==> src/rtl/quadrature_feedback.sv <==
// Quadrature encoder decoder: synchronizes and glitch-filters A/B, tracks a 32-bit
// position, and emits a periodic strobe with a consistent position/velocity sample.
module quadrature_feedback #(
    parameter int unsigned UPDATE_DIVIDER = 50000,
    parameter int unsigned FILTER_LEN     = 3
) (
    input  logic               clock,
    input  logic               reset_n,
    input  logic               enc_a,
    input  logic               enc_b,
    input  logic               zero_position,
    output logic signed [31:0] position,
    output logic signed [15:0] velocity,
    output logic               update_controller,
    output logic [7:0]         error_count
);

    localparam int unsigned    PW          = $clog2(UPDATE_DIVIDER);
    localparam logic [PW-1:0]  PERIOD_LAST = PW'(UPDATE_DIVIDER - 1);
    localparam logic [3:0]     FILT_LAST   = 4'(FILTER_LEN - 1);

    typedef enum logic {PRIME, RUN} state_t;

    state_t             state;
    logic [1:0]         sync1, sync2;   // bit 1 = A, bit 0 = B
    logic [1:0]         filt;
    logic [3:0]         fcnt [2];
    logic [3:0]         stable_cnt;
    logic [1:0]         prev;
    logic [PW-1:0]      period_cnt;
    logic signed [31:0] count, count_step, snapshot, delta;
    logic signed [15:0] vel_sat;
    logic [1:0]         diff;
    logic               step_up, step_dn, illegal;

    // Maps the Gray sequence 00,10,11,01 onto 0..3 so direction is a modulo-4 difference.
    function automatic logic [1:0] gray_idx(input logic [1:0] ab);
        return {ab[0], ab[1] ^ ab[0]};
    endfunction

    // Synchronizer flops carry no reset so the filter sees the true pin level right after reset.
    always_ff @(posedge clock) begin
        sync1 <= {enc_a, enc_b};
        sync2 <= sync1;
    end

    always_ff @(posedge clock) begin
        if (!reset_n) begin
            filt <= '0;
            for (int unsigned i = 0; i < 2; i++) fcnt[i] <= '0;
        end else begin
            for (int unsigned i = 0; i < 2; i++) begin
                if (sync2[i] == filt[i]) begin
                    fcnt[i] <= '0;
                end else if (fcnt[i] == FILT_LAST) begin
                    filt[i] <= sync2[i];
                    fcnt[i] <= '0;
                end else begin
                    fcnt[i] <= fcnt[i] + 4'd1;
                end
            end
        end
    end

    always_comb begin
        diff       = gray_idx(filt) - gray_idx(prev);
        step_up    = (state == RUN) && (diff == 2'd1);
        step_dn    = (state == RUN) && (diff == 2'd3);
        illegal    = (state == RUN) && (diff == 2'd2);
        count_step = count;
        if (step_up)      count_step = count + 32'sd1;
        else if (step_dn) count_step = count - 32'sd1;
        delta = count_step - snapshot;
        if (delta > 32'sd32767)       vel_sat = 16'sh7FFF;
        else if (delta < -32'sd32768) vel_sat = 16'sh8000;
        else                          vel_sat = delta[15:0];
    end

    always_ff @(posedge clock) begin
        if (!reset_n) begin
            state             <= PRIME;
            stable_cnt        <= '0;
            prev              <= '0;
            count             <= '0;
            snapshot          <= '0;
            period_cnt        <= '0;
            position          <= '0;
            velocity          <= '0;
            update_controller <= 1'b0;
            error_count       <= '0;
        end else begin
            update_controller <= 1'b0;

            case (state)
                PRIME: begin
                    // Reference is loaded only after both channels have settled, so no step is counted.
                    if (sync2 != filt) begin
                        stable_cnt <= '0;
                    end else if (stable_cnt == FILT_LAST) begin
                        stable_cnt <= '0;
                        prev       <= filt;
                        state      <= RUN;
                    end else begin
                        stable_cnt <= stable_cnt + 4'd1;
                    end
                end
                RUN: begin
                    prev <= filt;
                    if (illegal && (error_count != 8'hFF)) error_count <= error_count + 8'd1;
                end
                default: state <= PRIME;
            endcase

            count <= zero_position ? '0 : count_step;

            if (period_cnt == PERIOD_LAST) begin
                period_cnt        <= '0;
                position          <= count_step;
                velocity          <= vel_sat;
                update_controller <= 1'b1;
                snapshot          <= zero_position ? '0 : count_step;
            end else begin
                period_cnt <= period_cnt + 1'b1;
                if (zero_position) snapshot <= '0;
            end
        end
    end

endmodule

==> config.mk <==
export PLATFORM = sky130hd
export DESIGN_NAME = quadrature_feedback
export DESIGN_NICKNAME = d
export VERILOG_FILES = /design/src/rtl/quadrature_feedback.sv
export SDC_FILE = /design/constraint.sdc
export NUM_CORES = 1
export LEC_CHECK = 0
export ABC_AREA = 1
export BUFFER_PORTS_ARGS = -buffer_cell sky130_fd_sc_hd__buf_2
export CAP_MARGIN = 20
export CORE_MARGIN = 5
export CORE_UTILIZATION = 55
export DETAILED_ROUTE_END_ITERATION = 8
export PLACE_DENSITY_LB_ADDON = 0.3
export SLEW_MARGIN = 30
export SYNTH_ARGS = -nofsm -noshare
export SYNTH_HDL_FRONTEND = slang
export SYNTH_SLANG_ARGS = --single-unit
export TNS_END_PERCENT = 1
==> constraint.sdc <==
create_clock -name clock -period 9.2 [get_ports clock]
set_input_delay 1.84 -clock clock [delete_from_list [all_inputs] [get_ports clock]]
set_output_delay 1.84 -clock clock [all_outputs]
set_load 0.01 [all_outputs]
==> key figures <==
Global routing
  • First-pass GRT wire length: 43900 um
  • M3 GR Usage: 0.0356
  • Initial antenna violation count: 0
  • GR Overflow Total: 0
  • Met2 usage: 0.425
  • Largest net degree at the start of global routing: 108
  • GRT busiest layer: met2
  • GR Layer Usage met1: 0.331
  • GRT Util Overall: 0.250
  • Vias in the first global route: 8883

Die
  • Initial Util: 0.563
  • Io pins: 62
  • CORE AREA: 18100 um^2
  • Cell Rows: 49
  • Die X: 146 um
  • Die ar.: 21300 um^2
  • Height of the die: 146 um

Timing
  • Tmin final: 5170 ps
  • Setup_tns: 0 ps
  • RSZ-0062 raised after global routing: no
  • Rel. slew slack: 0.471
  • Tcrit/Tclk final: 0.562
  • Final Hold Vio Count: 0
  • Worst Tran Pin Value: 792 ps
  • Fin. max-slew vios: 0
  • Setup Skew: 19.3 ps
  • Endpoints failing setup: 0
  • Max frequency: 193 MHz

Routing
  • # DRC: 0
  • DR WL/cell: 14.4 um
  • Initial DRC count: 657
  • Routed wire length: 26500 um
  • Post-route ant nets: 0
  • Pre-antenna DRT Iters: 6
  • Vias per cell: 5.20
  • Total number of vias: 9601

Clock tree
  • TritonCTS Buffers: 17
  • H-tree depth: 4
  • Clock slew at reported path FFs: 70 ps
  • Clock buffer depth: 2
  • CTS tree: built
  • Hold Buf Count CTS: 0
  • CTS sink count: 158
  • Worst-Skew Late Latency: 440 ps
  • Resized cells post-CTS: 0
  • Root buffer cell: clkbuf_16
  • Post CTS Setup Buffer Count: 0

Logic synthesis
  • Mapped Area: 10200 um^2
  • Async SR Flop Fraction: 0
  • Syn Area/Cell: 6.59 um^2
  • Post-synth top area cell: dfxtp_1
  • Largest cells by area after synthesis: dfxtp_1, nand2_1, inv_1, nor2_1, ha_1
  • Register bit total from synthesis: 158
  • Sequential cell area fraction in the yosys report: 0.319
  • EDFF count, synth: 8
  • Syn Inst Count: 1544
  • Ys Warns: 0
  • Top_reg_cell synth: dfxtp_1
  • Top cell type's share of synthesized area: 0.295
  • Synth unique cells: 59

Finish
  • Layout cells sized above 1: 0.118
  • Antenna diodes: 0
  • Final non-filler cell total: 1846
  • Nets: 1652
  • Fill count: 1747
  • Area of the multi-input gates: 5760 um^2
  • Register area: 3240 um^2
  • Area growth syn-to-layout: 10.7%

Power and ir drop
  • P_int: 1.08 mW
  • Power, Total: 1.46 mW
  • Sequential power share: 0.480
  • Pwr Density: 129 nW/um^2
  • Combinational share of power: 0.036
  • Clock share of power: 0.484
  • Leakage: 5.89 nW
  • Switching power: 381 uW
  • Sw frac: 0.261
  • Worst VDD drop: 0.122 mV

Placement
  • Gpl congestion: 0.978
  • Detail Placement HPWL: 20600 um
  • Port bufs: 61
  • Placed Instances: 1813

Worst setup path
  • WP data arrival: 5510 ps
  • Critical path class: flop to flop
  • Crit Path Max Fanout: 23
  • R2R depth: 26
  • Worst setup EP type: flop
  • CP startpoint kind: flop
  • Worst EP required: 9530 ps

Flow run
  • Number of max-cap violations: 0

Outcome
  • Status: finished, final reports clean

Hold path
  • HP Class: flop to flop
  • Min-Delay Path Depth: 0
-- cells in the final DEF, fill, tap and decap left out, types with 3 or more instances in the layout --
cell / instances
ha_1: 42
nor2_2: 20
nor3_1: 20
inv_6: 7
dfxtp_1: 150
nand2_1: 397
nand3b_1: 6
nor3b_1: 3
nand4_1: 29
nor4_1: 14
o21ai_0: 70
nand3_1: 67
nand2_2: 28
nand3_2: 4
a21oi_1: 69
buf_2: 61
clkbuf_16: 17
a211oi_1: 3
nor2_1: 165
clkinv_8: 4
nor3_2: 4
xnor2_1: 5
edfxtp_1: 8
nor2_4: 6
o211ai_1: 20
conb_1: 8
inv_1: 260
inv_8: 3
xor2_2: 3
o22ai_1: 4
buf_4: 5
xor2_1: 57
inv_2: 11
and2_1: 8
o21ai_1: 7
-- layer usage --
layer,up-vias,part of all wire
li1,4958,-
met1,4361,0.46
met2,240,0.48
met3,42,0.043
met4,0,0.022
met5,-,0
-- cells in the mapped netlist (2+ instances only) --
cell and count:
and2_1 8, xor2_1 57, nand3b_1 6, nand2_2 28
nand4_1 29, clkbuf_1 22, o22ai_1 4, nor3_1 20
o21ai_1 7, nand3_2 4, nor2_1 167, nand3_1 67
buf_2 4, o21ai_2 2, a21oi_1 69, buf_1 2
nand2_1 397, clkinv_1 3, nor4_1 14, o31ai_1 2
inv_1 260, edfxtp_1 8, ha_1 42, inv_2 10
o211ai_1 20, xnor2_1 5, a211oi_1 3, a21oi_2 2
nor2_4 6, nor3_2 4, buf_6 2, or2_1 2
nor2_2 18, xor2_2 3, nor3b_1 3, o21ai_0 70
dfxtp_1 150, o21bai_1 2, or2_2 2
-- flip-flops by register name, indices dropped and copies added, names as in the netlist --
signal and flops:
count 32, position 32, snapshot 32, period_cnt 16, velocity 16, error_count 8
fcnt 8, stable_cnt 4, filt 2, prev 2, sync1 2, sync2 2
state 1, update_controller 1
-- layout make-up --
cell class                 count  share of cell area
clock inverter                14              0.0142
tap                          229              0.0254
sequential                   158               0.288
multi-input combinational   1087               0.511
inverter                     273              0.0910
clock buffer                  18              0.0381
timing repair buffer          67              0.0322
-- kinds of logic after synthesis --
group	share of synthesized area
fa+ha+maj	0.0536
simple gates	0.348
xor+xnor	0.0582
other cells	0.000369
flops	0.319
compound gates	0.103
buf+inv	0.119
-- power by group through the flow --
stage               Sequential [mW]  Clock (mW)  Combinational [mW]
finish                        0.699       0.706              0.0528
detailed placement            0.715           0              0.0528
CTS                           0.699       0.718              0.0531
floorplan                     0.714           0              0.0443
global placement              0.715           0              0.0516
global route                  0.700       0.751              0.0600
-- through the flow --
stage	setup WS, ps	cell area [um^2]	utilization	hold WS (ps)
4_1_cts	4050	11200	0.622	333
2_1_floorplan	5290	10200	-	310
3_3_place_gp	4110	10700	0.589	312
5_1_grt	3500	11300	0.623	334
6_report	4030	11300	0.623	331
3_5_place_dp	4120	10700	0.589	316
-- critical path, stage by stage, from the launching register on --
cell	delay, ps
dfxtp_1	430
xnor2_1	150
ha_1	260
nor2_1	210
inv_1	150
nor2_4	410
inv_2	310
nor3_2	320
nand2_1	120
nand2_1	90
xor2_1	330
inv_1	90
ha_1	380
nand2_1	110
nor2_1	230
and2_1	210
nand3_1	160
nand3_1	120
nand2_1	90
nor2_1	140
nand3_1	90
nor2_1	90
nand3_1	80
nand2_2	250
nand2_1	100
nand2_1	70
nand2_1	50
-- worst paths after layout --
kind              slack (ps)           to     start
hold / removal           330     sync2[0]  sync1[0]
setup / recovery        4030  velocity[4]   filt[0]
hold reg to reg          330     sync2[0]  sync1[0]
setup reg to reg        4030  velocity[4]   filt[0]
Power figures use the tool's default switching activity.
